## config.mk

```make
export PLATFORM = sky130hd
export DESIGN_NAME = mmio_fabric
export DESIGN_NICKNAME = d
export VERILOG_FILES = /design/src/rtl/mmio_fabric.sv
export SDC_FILE = /design/constraint.sdc
export NUM_CORES = 1
export LEC_CHECK = 0
export CORE_ASPECT_RATIO = 0.6
export CORE_MARGIN = 5
export CORE_UTILIZATION = 39
export CTS_CLUSTER_DIAMETER = 100
export DETAILED_ROUTE_END_ITERATION = 10
export PLACE_DENSITY_LB_ADDON = 0.3
export REMOVE_ABC_BUFFERS = 1
export SYNTH_ARGS = -nofsm -noshare
export SYNTH_HDL_FRONTEND = slang
export SYNTH_SLANG_ARGS = --single-unit
```

## constraint.sdc

```tcl
create_clock -name clk -period 1.75 [get_ports clk]
set_clock_uncertainty 0.15 [all_clocks]
set_input_delay 0.175 -clock clk [delete_from_list [all_inputs] [get_ports clk]]
set_output_delay 0.175 -clock clk [all_outputs]
set_load 0.05 [all_outputs]
```

## src/rtl/mmio_fabric.sv

```systemverilog
// MMIO fabric: decodes the CPU memory port onto N base/span peripheral slots,
// stalls the CPU until the selected slot is ready, and aborts hung accesses.
module mmio_fabric #(
  parameter int          N_SLOTS       = 4,
  parameter logic [15:0] BASE_ADDR     = 16'hC004,
  parameter int          SLOT_SPAN     = 4,
  parameter logic [15:0] STATUS_ADDR   = 16'hC03F,
  parameter int          TIMEOUT       = 255,
  parameter logic [15:0] UNMAPPED_DATA = 16'hA5A5,
  localparam int         AW            = $clog2(SLOT_SPAN)
) (
  input  logic                   clk,
  input  logic                   rst,
  input  logic [15:0]            cpu_addr,
  input  logic                   cpu_we,
  input  logic                   cpu_re,
  input  logic [15:0]            cpu_wdata,
  output logic [15:0]            cpu_rdata,
  output logic                   cpu_stall,
  output logic [N_SLOTS-1:0]     per_sel,
  output logic                   per_we,
  output logic                   per_re,
  output logic [AW-1:0]          per_addr,
  output logic [15:0]            per_wdata,
  input  logic [16*N_SLOTS-1:0]  per_rdata,
  input  logic [N_SLOTS-1:0]     per_ready,
  output logic                   err_flag
);

  localparam logic [16:0] SPAN_TOT = 17'(N_SLOTS * SLOT_SPAN);
  localparam logic [7:0]  TO_LAST  = 8'(TIMEOUT - 1);

  typedef enum logic [1:0] {S_IDLE, S_WAIT, S_DONE} state_t;

  state_t      state;
  logic [15:0] rd_q;
  logic [7:0]  err_count;
  logic [7:0]  last_err_slot;
  logic [7:0]  wait_cnt;
  logic [3:0]  sel_idx;

  logic        req, hit, is_status, ready_hit;
  logic [16:0] offs;
  logic [3:0]  hit_idx;
  logic [15:0] slot_rd;

  // Addresses below BASE_ADDR wrap to a large 17-bit offset and miss the range check.
  assign offs      = {1'b0, cpu_addr} - {1'b0, BASE_ADDR};
  assign hit       = offs < SPAN_TOT;
  assign hit_idx   = offs[AW +: 4];
  assign req       = cpu_we | cpu_re;
  assign is_status = cpu_addr == STATUS_ADDR;
  assign ready_hit = |(per_ready & per_sel);
  assign err_flag  = err_count != 8'd0;
  assign cpu_stall = (state == S_WAIT) || (state == S_IDLE && req && hit);

  always_comb begin
    slot_rd = '0;
    for (int k = 0; k < N_SLOTS; k++)
      if (per_sel[k]) slot_rd = slot_rd | per_rdata[16*k +: 16];
  end

  always_comb begin
    cpu_rdata = UNMAPPED_DATA;
    if (state == S_DONE)
      cpu_rdata = rd_q;
    else if (state == S_IDLE && cpu_re && !cpu_we && is_status)
      cpu_rdata = {err_count, last_err_slot};
  end

  always_ff @(posedge clk) begin
    if (rst) begin
      state         <= S_IDLE;
      per_sel       <= '0;
      per_we        <= 1'b0;
      per_re        <= 1'b0;
      per_addr      <= '0;
      per_wdata     <= '0;
      rd_q          <= '0;
      err_count     <= '0;
      last_err_slot <= '0;
      wait_cnt      <= '0;
      sel_idx       <= '0;
    end else begin
      case (state)
        S_IDLE: begin
          if (req && hit) begin
            per_sel   <= N_SLOTS'(1) << hit_idx;
            per_we    <= cpu_we;
            per_re    <= cpu_re & ~cpu_we;
            per_addr  <= cpu_addr[AW-1:0];
            per_wdata <= cpu_wdata;
            sel_idx   <= hit_idx;
            wait_cnt  <= '0;
            state     <= S_WAIT;
          end else if (cpu_we && is_status) begin
            err_count     <= '0;
            last_err_slot <= '0;
          end
        end
        S_WAIT: begin
          wait_cnt <= wait_cnt + 8'd1;
          if (ready_hit || wait_cnt == TO_LAST) begin
            per_sel <= '0;
            per_we  <= 1'b0;
            per_re  <= 1'b0;
            state   <= S_DONE;
            if (ready_hit) begin
              rd_q <= slot_rd;
            end else begin
              rd_q          <= 16'hDEAD;
              last_err_slot <= {4'b0, sel_idx};
              if (err_count != 8'hFF) err_count <= err_count + 8'd1;
            end
          end
        end
        default: state <= S_IDLE;  // DONE: a lingering request is consumed, not replayed
      endcase
    end
  end

endmodule

```

==> Word level (Yosys, flattened, before mapping) <==
Cells that the tools add are included.
{ "totals": {"out_inout_bits": 42, "regBits": 70} }
{ "op_classes": {"shifts": 1, "n_mux": 29, "magnitude_cmp": 1, "n_bitwise": 7, "eq_ne": 11, "reduce_logical": 21, "addsub": 3} }
{ "ops": {"columns": ["op", "n"], "rows": [
  ["$mux W16", 7],
  ["$mux W8", 8],
  ["$or A16 B16 Y16", 3],
  ["$pmux W8 S2", 3],
  ["$lt A17 B5 Y1 const B", 1],
  ["$sub A16 B16 Y17 const B", 1],
  ["$add A8 B1 Y8 const B", 2],
  ["$eq A16 B16 Y1 const B", 1],
  ["$eq A8 B8 Y1 const B", 1],
  ["$mux W4", 2],
  ["$ne A2 B1 Y1 const B", 4],
  ["$ne A8 B8 Y1 const B", 1],
  ["$pmux W4 S2", 1],
  ["$reduce_and A2 Y1", 4],
  ["$reduce_bool A8 Y1", 1],
  ["$logic_and A1 B1 Y1", 7],
  ["$reduce_and A6 Y1", 1],
  ["$reduce_and A5 Y1", 1],
  ["$and A4 B4 Y4", 1],
  ["$mux W2", 2],
  ["$ne A2 B2 Y1 const B", 2],
  ["$pmux W1 S2", 2],
  ["$pmux W2 S2", 1],
  ["$reduce_or A4 Y1", 1],
  ["12 further kinds", 15]
]} }

==> Depth between registers and ports, before layout <==
Gate-level depths: netlist of run 1.
{ "logic_depth": {"ltp_word": 8, "depth_mapped": 9} }

==> Worst setup path before layout of run 1 <==
No wires, ideal clock.
{ "synth_timing": {"path_type": "input to output", "startpoint": "input port cpu_addr[9]", "endpoint": "output port cpu_rdata[11]", "arrival_time_ns": 2.112, "stages": 6, "slack_ns": -0.687, "required_ns": 1.425, "n_path_buf": 1, "cell_sequence": "or3_4 -> nor3_4 -> a31oi_1 -> or2_2 -> clkbuf_1 -> a21oi_1"} }
{ "synth_via": {"elab_chain_cells": 4} }
{ "synth_rtl": {"columns": ["item", "line_no", "text"], "rows": [
  ["start: declaration", "14", "input logic [15:0] cpu_addr,"],
  ["$eq A16 B16 Y1", "52", "assign is_status = cpu_addr == STATUS_ADDR;"],
  ["$logic_and A1 B1 Y1", "67", "else if (state == S_IDLE && cpu_re && !cpu_we && is_status)"],
  ["$mux W16", "67", null],
  ["$mux W16", "65", "if (state == S_DONE)"],
  ["end: declaration", "18", "output logic [15:0] cpu_rdata,"]
]} }
No other way between the ends.

==> Final worst setup path of run 1 <==
{ "layout_timing": {"startpoint": "input port cpu_addr[11]", "endpoint": "output port cpu_rdata[13]"} }
Same word-level chain as after synthesis.

==> results of run 1 <==
-- metrics by stage --
| stage | setup TNS, ns | hold slack [ns] | utilization, % | instances |
|---|---|---|---|---|
| 2_1_floorplan | -40.14 | 0.0941 | - | 389 |
| 3_3_place_gp | -37.99 | 0.293 | 63.8 | 709 |
| 3_5_place_dp | -41.57 | 0.298 | 63.8 | 709 |
| 4_1_cts | -4.04 | 0.0867 | 74.3 | 736 |
| 5_1_grt | -21.01 | 0.158 | 81.7 | 755 |
| 6_report | -19.45 | 0.150 | 81.7 | 755 |
-- flip-flops by register name (all words and copies together) (netlist names) --
name and cells:
wait_cnt 8, per_addr 2, per_wdata 16, per_we 1, sel_idx 4, state 2, last_err_slot 4, per_re 1
rd_q 16, per_sel 4, err_count 8
-- worst max-delay path by stage --
stage,start,to,depth (start not counted)
after floorplan,cpu_addr[9],per_addr[1],5
after global placement,cpu_addr[9],wait_cnt[4],7
after detailed placement,cpu_addr[9],per_re,8
after CTS,cpu_addr[11],cpu_rdata[1],7
after global routing,cpu_addr[11],cpu_rdata[13],8
final,cpu_addr[11],cpu_rdata[13],8
-- synthesized netlist by cell type, types with 4 or more instances --
| cell type | count | area share, % |
|---|---|---|
| sky130_fd_sc_hd__dfxtp_1 | 66 | 38 |
| sky130_fd_sc_hd__nand2_1 | 57 | 6.1 |
| sky130_fd_sc_hd__a22oi_1 | 39 | 8.4 |
| sky130_fd_sc_hd__clkbuf_1 | 31 | 3.3 |
| sky130_fd_sc_hd__nor2_1 | 27 | 2.9 |
| sky130_fd_sc_hd__a21oi_1 | 23 | 3.3 |
| sky130_fd_sc_hd__nand3_1 | 16 | 2.3 |
| sky130_fd_sc_hd__o21ai_0 | 16 | 2.3 |
| sky130_fd_sc_hd__nor3_1 | 13 | 1.9 |
| sky130_fd_sc_hd__nor4b_1 | 13 | 3.3 |
| sky130_fd_sc_hd__a311oi_1 | 12 | 3.0 |
| sky130_fd_sc_hd__o211ai_1 | 11 | 2.4 |
| sky130_fd_sc_hd__and3_1 | 7 | 1.3 |
| sky130_fd_sc_hd__ha_1 | 6 | 2.1 |
| sky130_fd_sc_hd__inv_1 | 6 | 0.64 |
| sky130_fd_sc_hd__o31ai_1 | 6 | 1.3 |
| sky130_fd_sc_hd__a31o_1 | 5 | 1.3 |
| sky130_fd_sc_hd__a31o_2 | 5 | 1.3 |
| sky130_fd_sc_hd__and2_1 | 5 | 0.89 |
| sky130_fd_sc_hd__nand2b_1 | 5 | 0.89 |
| sky130_fd_sc_hd__o2111ai_1 | 4 | 1.0 |
| sky130_fd_sc_hd__or2_2 | 4 | 0.71 |
-- power by group --
group | switching (mW) | internal, mW | total, mW
clock network | 0.665 | 1.13 | 1.80
registers | 0.0000936 | 1.50 | 1.50
logic | 0.200 | 0.271 | 0.470
total | 0.865 | 2.90 | 3.76
-- what timing repair did --
| action | CTS | global route |
|---|---|---|
| setup buffers | 11 | 25 |
| endpoints found under the setup margin | 83 | 81 |
| pin swaps | 47 | 54 |
| hold buffers | 0 | 0 |
| gates resized for setup | 171 | 113 |
| gates cloned | 4 | 3 |
-- cell families (layout without fill, tap and decap cells) --
group	after synthesis	count (layout)	share of synthesized area, %
simple gates	168	169	25.1
compound gates	135	135	27.7
flops	66	66	37.8
buf+inv	41	259	5.08
fa+ha+maj	6	6	2.15
xor+xnor	5	5	1.25
mux	3	3	0.930
-- layer usage --
layer	vias up	part of all wire, %	global-route usage (%)
met3	103	11	8.27
met5	-	0	0
met2	437	46	43.7
met1	2350	38	36.9
met4	0	5.0	9.24
li1	2026	-	-
-- worst max-delay path, cell delays in order --
cell	delay (ns)
sky130_fd_sc_hd__buf_6	0.09
sky130_fd_sc_hd__or3_4	0.40
sky130_fd_sc_hd__nor3_4	0.27
sky130_fd_sc_hd__a31oi_2	0.17
sky130_fd_sc_hd__nor2_1	0.20
sky130_fd_sc_hd__buf_6	0.20
sky130_fd_sc_hd__nand3_1	0.14
sky130_fd_sc_hd__buf_4	0.22
-- area by class of cell --
type,instances,share of cell area [%]
Clock inverter,3,0.568
Multi-Input combinational cell,318,40.1
Timing Repair Buffer,238,34.5
Sequential cell,66,18.9
Clock buffer,12,3.50
Inverter,6,0.391
Tap cell,112,1.99
==> qor.txt, run 1 <==
DETAILED ROUTING
----------------------------------------------------------------------------------
Number of DRC violations after detailed-routing iteration 0 .........          551
Residual DRC ........................................................            0
Count of TritonRoute iterations in the first routing pass ...........            5
Vias per Instance ...................................................         6.51
Wire length per cell after detailed routing .........................      26.0 um
Total number of vias ................................................         4916
Antenna violation net count after detailed routing ..................            0
Total length of routed wires ........................................      19.6 mm

CLOCK NETWORK
----------------------------------------------------------------------------------
Clock sink count ....................................................           66
Clock latency on the worst-skew pair ................................      0.34 ns
Num CTS Buffers .....................................................            9
Clock tree from TritonCTS ...........................................          yes
H-Tree Level Count ..................................................            3
Maximum buffer depth of the clock tree ..............................            2
Clock-pin transition on the worst setup and hold timing paths .......      0.06 ns
Buffer type at the clock tree root .................................. sky130_fd_sc_hd__clkbuf_16

FLOORPLANNING
----------------------------------------------------------------------------------
Area inside the core boundary .......................................     8620 um2
Overall die area ....................................................    11000 um2
Number of rows created at floorplan .................................           26
Chip height .........................................................      83.4 um
Die X-Extent ........................................................       132 um
Initial core utilization ............................................        40.6%
Boundary pin count ..................................................          146

LAYOUT
----------------------------------------------------------------------------------
Layout fillers ......................................................          433
Share of final-layout standard cells stronger than drive strength 1 .        47.1%
Leading cell types in the layout, fill and taps excluded ............ sky130_fd_sc_hd__clkdlybuf4s50_1, sky130_fd_sc_hd__buf_4, sky130_fd_sc_hd__dfxtp_1, sky130_fd_sc_hd__nand2_1, sky130_fd_sc_hd__a22oi_1
Register area .......................................................     1340 um2
Area growth from synthesis to final layout ..........................         101%
Most common cell after layout, fill and taps aside .................. sky130_fd_sc_hd__clkdlybuf4s50_1
Non-Filler Cell Area, Final .........................................     7050 um2
Final-stage net count ...............................................          749
Area of the multi-input gates .......................................     2820 um2
Antenna Diode Count .................................................            0

SETUP PATH
----------------------------------------------------------------------------------
Reg2Reg Depth .......................................................            8
Endpoint of the most critical register-to-register path .............     rd_q[10]
Crit path required time .............................................      1.42 ns
Crit path arrival time ..............................................      1.87 ns
Crit path capture type ..............................................  output port
R2r startpoint ......................................................  wait_cnt[1]
Startpoint type of the worst setup path ............................. primary input
Register-to-register setup slack ....................................     -0.28 ns
Critical path peak fanout ...........................................            8
Worst setup path class .............................................. primary input to output port

GLOBAL ROUTING
----------------------------------------------------------------------------------
Initial antenna violation count .....................................            0
Vias in the first global route ......................................         4487
Overall global routing resource usage ...............................        28.0%
Leftover overflow at the end of global routing ......................            0
Largest net degree at the start of global routing ...................           37
Wire length of the first global-routing pass ........................      25.2 mm

SYNTHESIS
----------------------------------------------------------------------------------
Yosys warnings ......................................................            0
Count of state elements after synthesis .............................           66
Post-synthesis cell count ...........................................          424
Area of the mapped netlist ..........................................     3500 um2
Syn_area_per_cell ...................................................     8.25 um2
Most frequently used flop master after synthesis .................... sky130_fd_sc_hd__dfxtp_1
Count of different cell masters after synthesis .....................           48
Number of enable-type register cells in the synthesized netlist .....            0
Post-synthesis sequential area ratio ................................        37.8%
FFs w/ async S/R, synth .............................................           0%

TIMING
----------------------------------------------------------------------------------
Worst path setup slack after routing ................................    -0.450 ns
Max-slew headroom ...................................................        51.2%
Final hold viol count ...............................................            0
Shortest period the worst path allows ...............................      2.20 ns
Maximum clock frequency .............................................      455 MHz
Final Cycle Share ...................................................         126%
Pins over their slew limit ..........................................            0
Final count of negative-setup-slack endpoints .......................           83
Unrepaired setup endpoints after global routing .....................          yes
Transition at the pin with the smallest max-transition slack ........     0.732 ns

PLACEMENT
----------------------------------------------------------------------------------
Placed cell areas ...................................................     5500 um2
Minimum setup slack after placement .................................    -0.765 ns
Final HPWL from detailed placement ..................................      9.99 mm
Number of buffers inserted by port buffering ........................          145
Placer Congestion ...................................................        0.901

POWER
----------------------------------------------------------------------------------
Pwr/cell area .......................................................   534 nW/um2
Max VDD drop ........................................................     0.592 mV
Reported leakage power ..............................................      2.59 nW
Power, Total ........................................................      3.76 mW

MIN PATH
----------------------------------------------------------------------------------
Worst Min Path Start ................................................  cpu_addr[2]
Sink of the worst hold path .........................................   sel_idx[0]
Min-delay worst type ................................................ primary input to flip-flop
Number of instances on the worst hold path ..........................            4

RUN
----------------------------------------------------------------------------------
Number of maximum-capacitance violations ............................            0

STATUS
----------------------------------------------------------------------------------
Violations in the final reports ..................................... negative setup slack
Result of the run ................................................... complete, but fails checks

Power figures use the tool's default switching activity.
==> run 2: changes to the inputs <==
--- a/config.mk
+++ b/config.mk
@@ -6,9 +6,8 @@
 export NUM_CORES = 1
 export LEC_CHECK = 0
 export CORE_ASPECT_RATIO = 0.6
-export CORE_MARGIN = 5
+export CORE_MARGIN = 2
 export CORE_UTILIZATION = 39
-export CTS_CLUSTER_DIAMETER = 100
 export DETAILED_ROUTE_END_ITERATION = 10
 export PLACE_DENSITY_LB_ADDON = 0.3
 export REMOVE_ABC_BUFFERS = 1
==> qor.txt, run 2 (same netlist as run 1, synthesis figures left out) <==
LAYOUT
----------------------------------------------------------------------------------------
Non-Filler Cell Area, Final ...............................................     6990 um2
Final-stage net count .....................................................          748
Leading cell types in the layout, fill and taps excluded .................. sky130_fd_sc_hd__clkdlybuf4s50_1, sky130_fd_sc_hd__buf_4, sky130_fd_sc_hd__dfxtp_1, sky130_fd_sc_hd__nand2_1, sky130_fd_sc_hd__a22oi_1
Most common cell after layout, fill and taps aside ........................ sky130_fd_sc_hd__clkdlybuf4s50_1
Antenna Diode Count .......................................................            0
Layout fillers ............................................................          458
Final instance count without filler cells .................................          755
Share of final-layout standard cells stronger than drive strength 1 .......        47.1%
Area growth from synthesis to final layout ................................        99.8%
Largest registers ......................................................... per_wdata x16, rd_q x16

FLOORPLANNING
----------------------------------------------------------------------------------------
Overall die area ..........................................................     9770 um2
Initial core utilization ..................................................        40.6%
Die X-Extent ..............................................................       126 um
Area inside the core boundary .............................................     8620 um2
Number of rows created at floorplan .......................................           26
Boundary pin count ........................................................          146
Chip height ...............................................................      77.4 um

TIMING
----------------------------------------------------------------------------------------
Transition at the pin with the smallest max-transition slack ..............     0.771 ns
Final Cycle Share .........................................................         119%
Worst path setup slack after routing ......................................    -0.332 ns
Maximum clock frequency ...................................................      480 MHz
Shortest period the worst path allows .....................................      2.08 ns
Worst hold slack after final layout .......................................     0.123 ns
Final hold viol count .....................................................            0
Pins over their slew limit ................................................            0
Sum of negative setup slack ...............................................    -13.40 ns
Max-slew headroom .........................................................        48.5%
Unrepaired setup endpoints after global routing ...........................          yes
Final count of negative-setup-slack endpoints .............................           83

SETUP PATH
----------------------------------------------------------------------------------------
R2r startpoint ............................................................  wait_cnt[0]
Worst setup path class .................................................... primary input to output port
Biggest cell delay along the critical path ................................      0.31 ns
Startpoint type of the worst setup path ................................... primary input
Crit path capture type ....................................................  output port
Crit path arrival time ....................................................      1.76 ns
Worst Path Buf+Inv ........................................................            5
Category of cells accounting for the largest share of critical-path delay . buffers and inverters
Slowest stage cell on the critical path ................................... sky130_fd_sc_hd__nor4_2
Crit path required time ...................................................      1.42 ns
Cells traversed along the worst timing path ............................... buf_8, inv_4, ha_4, buf_6, xor2_2, nor4_2, buf_4, a31oi_2, nor2_4, buf_12
Critical path peak fanout .................................................            2
Setup crit start ..........................................................  cpu_addr[3]

DETAILED ROUTING
----------------------------------------------------------------------------------------
Antenna violation net count after detailed routing ........................            0
Wire length per cell after detailed routing ...............................      22.5 um
Number of DRC violations after detailed-routing iteration 0 ...............          328
Count of TritonRoute iterations in the first routing pass .................            5
Residual DRC ..............................................................            0
Vias per Instance .........................................................         6.14
Total number of vias ......................................................         4633
Total length of routed wires ..............................................      17.0 mm

STATUS
----------------------------------------------------------------------------------------
Violations in the final reports ........................................... negative setup slack
Result of the run ......................................................... complete, but fails checks

GLOBAL ROUTING
----------------------------------------------------------------------------------------
Grt peak-use layer ........................................................         met2
GRT met2 Usage ............................................................        48.0%
Initial antenna violation count ...........................................            0
Overall global routing resource usage .....................................        29.4%
Leftover overflow at the end of global routing ............................            0
Vias in the first global route ............................................         4366
Met1 GRT Util .............................................................        39.1%
Met3 capacity usage during global routing .................................        7.66%
Wire length of the first global-routing pass ..............................      23.0 mm
Largest net degree at the start of global routing .........................           51

CLOCK NETWORK
----------------------------------------------------------------------------------------
Num CTS Buffers ...........................................................            9
Clock-pin transition on the worst setup and hold timing paths .............      0.06 ns
Clock tree from TritonCTS .................................................          yes
Buffer type at the clock tree root ........................................ sky130_fd_sc_hd__clkbuf_16
H-Tree Level Count ........................................................            3
Clock latency on the worst-skew pair ......................................      0.33 ns
Clock sink count ..........................................................           66
Maximum buffer depth of the clock tree ....................................            2

POWER
----------------------------------------------------------------------------------------
Part of the total power dissipated in sequential elements .................        39.2%
Switching share of total power ............................................        22.8%
Max VDD drop ..............................................................     0.626 mV
Part of the power in combinational logic ..................................        12.4%
Pwr/cell area .............................................................   548 nW/um2
Clock group share of total power ..........................................        48.4%
P_sw ......................................................................     0.875 mW
Reported leakage power ....................................................      2.57 nW
Int Power .................................................................      2.96 mW

PLACEMENT
----------------------------------------------------------------------------------------
Placed cell areas .........................................................     5530 um2
Number of instances in the placed design ..................................          711
Number of buffers inserted by port buffering ..............................          145
Minimum setup slack after placement .......................................    -0.867 ns
Final HPWL from detailed placement ........................................      9.53 mm
Placer Congestion .........................................................        0.869

MIN PATH
----------------------------------------------------------------------------------------
Min-delay worst type ...................................................... primary input to flip-flop
Worst Min Path Start ......................................................  cpu_addr[2]

RUN
----------------------------------------------------------------------------------------
Number of maximum-capacitance violations ..................................            0

## run 2: changes by cell type in the layout (fill, tap and decap cells not counted), sizes merged
cell,previous run,this run
buf,142,143
clkbuf,14,11
clkdlybuf4s50,86,85
clkinv,2,3
clkinvlp,0,1
dlygate4sd2,8,9
## run 2: worst reg2reg max path, cell delays in order, from the launching register on
cell	delay, ns
sky130_fd_sc_hd__dfxtp_2	0.32
sky130_fd_sc_hd__inv_2	0.07
sky130_fd_sc_hd__ha_4	0.12
sky130_fd_sc_hd__nand4_1	0.12
sky130_fd_sc_hd__o211ai_1	0.43
sky130_fd_sc_hd__buf_4	0.22
sky130_fd_sc_hd__and2_4	0.20
sky130_fd_sc_hd__nor2_2	0.05
sky130_fd_sc_hd__a311oi_1	0.20
## run 2: area by class of cell
cell class / count / area, um2 / area share (%)
clock buffers: 11 / 253 / 3.61
clock inverters: 5 / 52.6 / 0.752
inverters: 6 / 30.0 / 0.429
multi-input cells: 318 / 2810 / 40.2
flip-flops and latches: 66 / 1330 / 19.0
well taps: 112 / 140 / 2.00
repair buffers: 237 / 2380 / 34.0
## run 2: power by group through the flow
stage | Clock (mW) | Combinational (mW) | Sequential (mW)
2_1_floorplan | 0 | 0.0645 | 1.54
6_report | 1.86 | 0.476 | 1.50
4_1_cts | 1.85 | 0.418 | 1.50
3_3_place_gp | 0 | 0.374 | 1.54
5_1_grt | 1.93 | 0.493 | 1.50
3_5_place_dp | 0 | 0.383 | 1.54
## run 2: stage by stage
stage | power, mW | utilization (%)
finish | 3.83 | 81.1
global placement | 1.91 | 64.1
detailed placement | 1.92 | 64.1
floorplan | 1.60 | -
CTS | 3.77 | 75.7
global route | 3.93 | 81.1
## run 2: final timing paths
path / end / slack (ns) / cells after the start
max: cpu_stall / -0.33 / 10
min: sel_idx[0] / 0.12 / 4
max reg2reg: rd_q[11] / -0.23 / 8
min reg2reg: last_err_slot[0] / 0.34 / 2
## run 2: what timing repair did
item,4_1_cts,5_1_grt
gates cloned,5,2
buffers inserted,18,13
setup endpoints to repair,80,80
resized for setup,177,107
pin swaps,49,60
hold buffers,0,0
## run 2: per-layer routing
layer,share of wire (%),wire [um]
met1,40,6780
met2,48,8080
met3,8.5,1450
met4,4.0,687
met5,0,0
==> run 3: changes to the inputs <==
--- a/config.mk
+++ b/config.mk
@@ -9,6 +9,7 @@
 export CORE_MARGIN = 2
 export CORE_UTILIZATION = 39
 export DETAILED_ROUTE_END_ITERATION = 10
+export GPL_TIMING_DRIVEN = 0
 export PLACE_DENSITY_LB_ADDON = 0.3
 export REMOVE_ABC_BUFFERS = 1
 export SYNTH_ARGS = -nofsm -noshare
==> qor.txt, run 3 (same netlist as run 1, synthesis figures left out) <==
STATUS
----------------------------------------------------------------------------------------
Result of the run ......................................................... complete, but fails checks
Violations in the final reports ........................................... negative setup slack

LAYOUT
----------------------------------------------------------------------------------------
Share of final-layout standard cells stronger than drive strength 1 .......        38.7%
Non-Filler Cell Area, Final ...............................................     6510 um2
Most common cell after layout, fill and taps aside ........................ sky130_fd_sc_hd__clkdlybuf4s50_1
Leading cell types in the layout, fill and taps excluded .................. sky130_fd_sc_hd__clkdlybuf4s50_1, sky130_fd_sc_hd__dfxtp_1, sky130_fd_sc_hd__nand2_1, sky130_fd_sc_hd__buf_4, sky130_fd_sc_hd__a22oi_1
Area growth from synthesis to final layout ................................        86.0%
Final instance count without filler cells .................................          742
Final-stage net count .....................................................          735
Largest registers ......................................................... per_wdata x16, rd_q x16
Utilization after layout ..................................................        75.5%
Antenna Diode Count .......................................................            0

FLOORPLANNING
----------------------------------------------------------------------------------------
Boundary pin count ........................................................          146
Chip height ...............................................................      77.4 um
Die X-Extent ..............................................................       126 um
Initial core utilization ..................................................        40.6%
Overall die area ..........................................................     9770 um2
Number of rows created at floorplan .......................................           26
Area inside the core boundary .............................................     8620 um2

SETUP PATH
----------------------------------------------------------------------------------------
Cells traversed along the worst timing path ............................... inv_2, ha_4, nand4_1, o211ai_1, buf_4, and2_4, nor2_1, a311oi_1
Startpoint type of the worst setup path ...................................    flip-flop
Worst Path Buf+Inv ........................................................            2
Category of cells accounting for the largest share of critical-path delay . compound AO/OA/AOI/OAI gates
Crit path capture type ....................................................    flip-flop
Worst setup path class .................................................... flip-flop to flip-flop
Crit path required time ...................................................      1.83 ns
Biggest cell delay along the critical path ................................      0.47 ns
Crit path arrival time ....................................................      2.21 ns
Slowest stage cell on the critical path ................................... sky130_fd_sc_hd__o211ai_1
Critical path peak fanout .................................................            5

TIMING
----------------------------------------------------------------------------------------
Worst hold slack after final layout .......................................    0.0524 ns
Final Cycle Share .........................................................         122%
Sum of negative setup slack ...............................................    -17.97 ns
Max-slew headroom .........................................................        15.3%
Final hold viol count .....................................................            0
Transition at the pin with the smallest max-transition slack ..............      1.27 ns
Worst path setup slack after routing ......................................    -0.381 ns
Pins over their slew limit ................................................            0
Unrepaired setup endpoints after global routing ...........................          yes
Maximum clock frequency ...................................................      469 MHz
Shortest period the worst path allows .....................................      2.13 ns
Final count of negative-setup-slack endpoints .............................           80

PLACEMENT
----------------------------------------------------------------------------------------
Placer Congestion .........................................................        0.832
Placed cell areas .........................................................     4950 um2
Number of buffers inserted by port buffering ..............................          145
Number of instances in the placed design ..................................          647
Final HPWL from detailed placement ........................................      8.12 mm
Minimum setup slack after placement .......................................     -1.65 ns

DETAILED ROUTING
----------------------------------------------------------------------------------------
Highest routed metal layer ................................................         met4
Total number of vias ......................................................         4743
Antenna violation net count after detailed routing ........................            0
Count of TritonRoute iterations in the first routing pass .................            5
Residual DRC ..............................................................            0
DRT met1 WL ...............................................................      6.96 mm
Routed wl met2 ............................................................      8.07 mm
Wire length per cell after detailed routing ...............................      23.7 um
Total length of routed wires ..............................................      17.6 mm
Vias per Instance .........................................................         6.39
Routed wl met3 ............................................................      1.83 mm
Number of DRC violations after detailed-routing iteration 0 ...............          605

GLOBAL ROUTING
----------------------------------------------------------------------------------------
Largest net degree at the start of global routing .........................           52
Leftover overflow at the end of global routing ............................            0
Vias in the first global route ............................................         4405
Overall global routing resource usage .....................................        31.9%
Wire length of the first global-routing pass ..............................      24.5 mm
Initial antenna violation count ...........................................            0

MIN PATH
----------------------------------------------------------------------------------------
Min-delay worst type ...................................................... primary input to flip-flop

POWER
----------------------------------------------------------------------------------------
Pwr/cell area .............................................................   599 nW/um2
Max VDD drop ..............................................................     0.505 mV
Power, Total ..............................................................      3.90 mW
Reported leakage power ....................................................      2.44 nW

CLOCK NETWORK
----------------------------------------------------------------------------------------
Clock latency on the worst-skew pair ......................................      0.34 ns
Post-CTS Hold Buffers .....................................................            0
H-Tree Level Count ........................................................            3
Clock sink count ..........................................................           66
Num CTS Buffers ...........................................................            9
Clock-pin transition on the worst setup and hold timing paths .............      0.05 ns
Buffer type at the clock tree root ........................................ sky130_fd_sc_hd__clkbuf_16
Maximum buffer depth of the clock tree ....................................            2
Clock tree from TritonCTS .................................................          yes

RUN
----------------------------------------------------------------------------------------
Number of maximum-capacitance violations ..................................            0

[run 3: path summary, 6_finish.rpt]
| check | start | endpoint | slack [ns] | cells after the start |
|---|---|---|---|---|
| worst max register to register | wait_cnt[0] | rd_q[12] | -0.38 | 8 |
| worst min-delay path | cpu_addr[2] | per_sel[0] | 0.05 | 3 |
| worst min register to register | per_wdata[11] | per_wdata[11] | 0.33 | 1 |
| worst max-delay path | wait_cnt[0] | rd_q[12] | -0.38 | 8 |
[run 3: layout make-up]
type / count / area (um2)
Fill cell: 525 / 2110
Sequential cell: 66 / 1360
Tap cell: 112 / 140
Clock buffer: 11 / 243
Timing Repair Buffer: 218 / 2040
Multi-Input combinational cell: 324 / 2620
Clock inverter: 5 / 77.6
Inverter: 6 / 27.5
[run 3: layer usage]
layer | up-vias | track usage, %
li1 | 2017 | -
met1 | 2282 | 39.3
met2 | 362 | 52.7
met3 | 82 | 9.66
met4 | 0 | 12.1
met5 | - | 0
[run 3: repair_timing]
item / CTS / global route
endpoints found under the setup margin: 108 / 85
cloned: 7 / 1
resized for setup: 304 / 70
pin swaps: 54 / 48
setup buffers: 53 / 21
[run 3: power breakdown]
part | total (mW) | switching [mW] | internal, mW | leakage (nW)
registers | 1.49 | 0.000107 | 1.49 | 0.539
logic | 0.435 | 0.172 | 0.264 | 1.74
clock network | 1.97 | 0.691 | 1.28 | 0.156
[run 3: tightest hold or removal path, delay by kind of cell]
kind | cells | cell delay, ns
buf+inv | 1 | 0.14
simple gates | 1 | 0.11
compound gates | 1 | 0.07
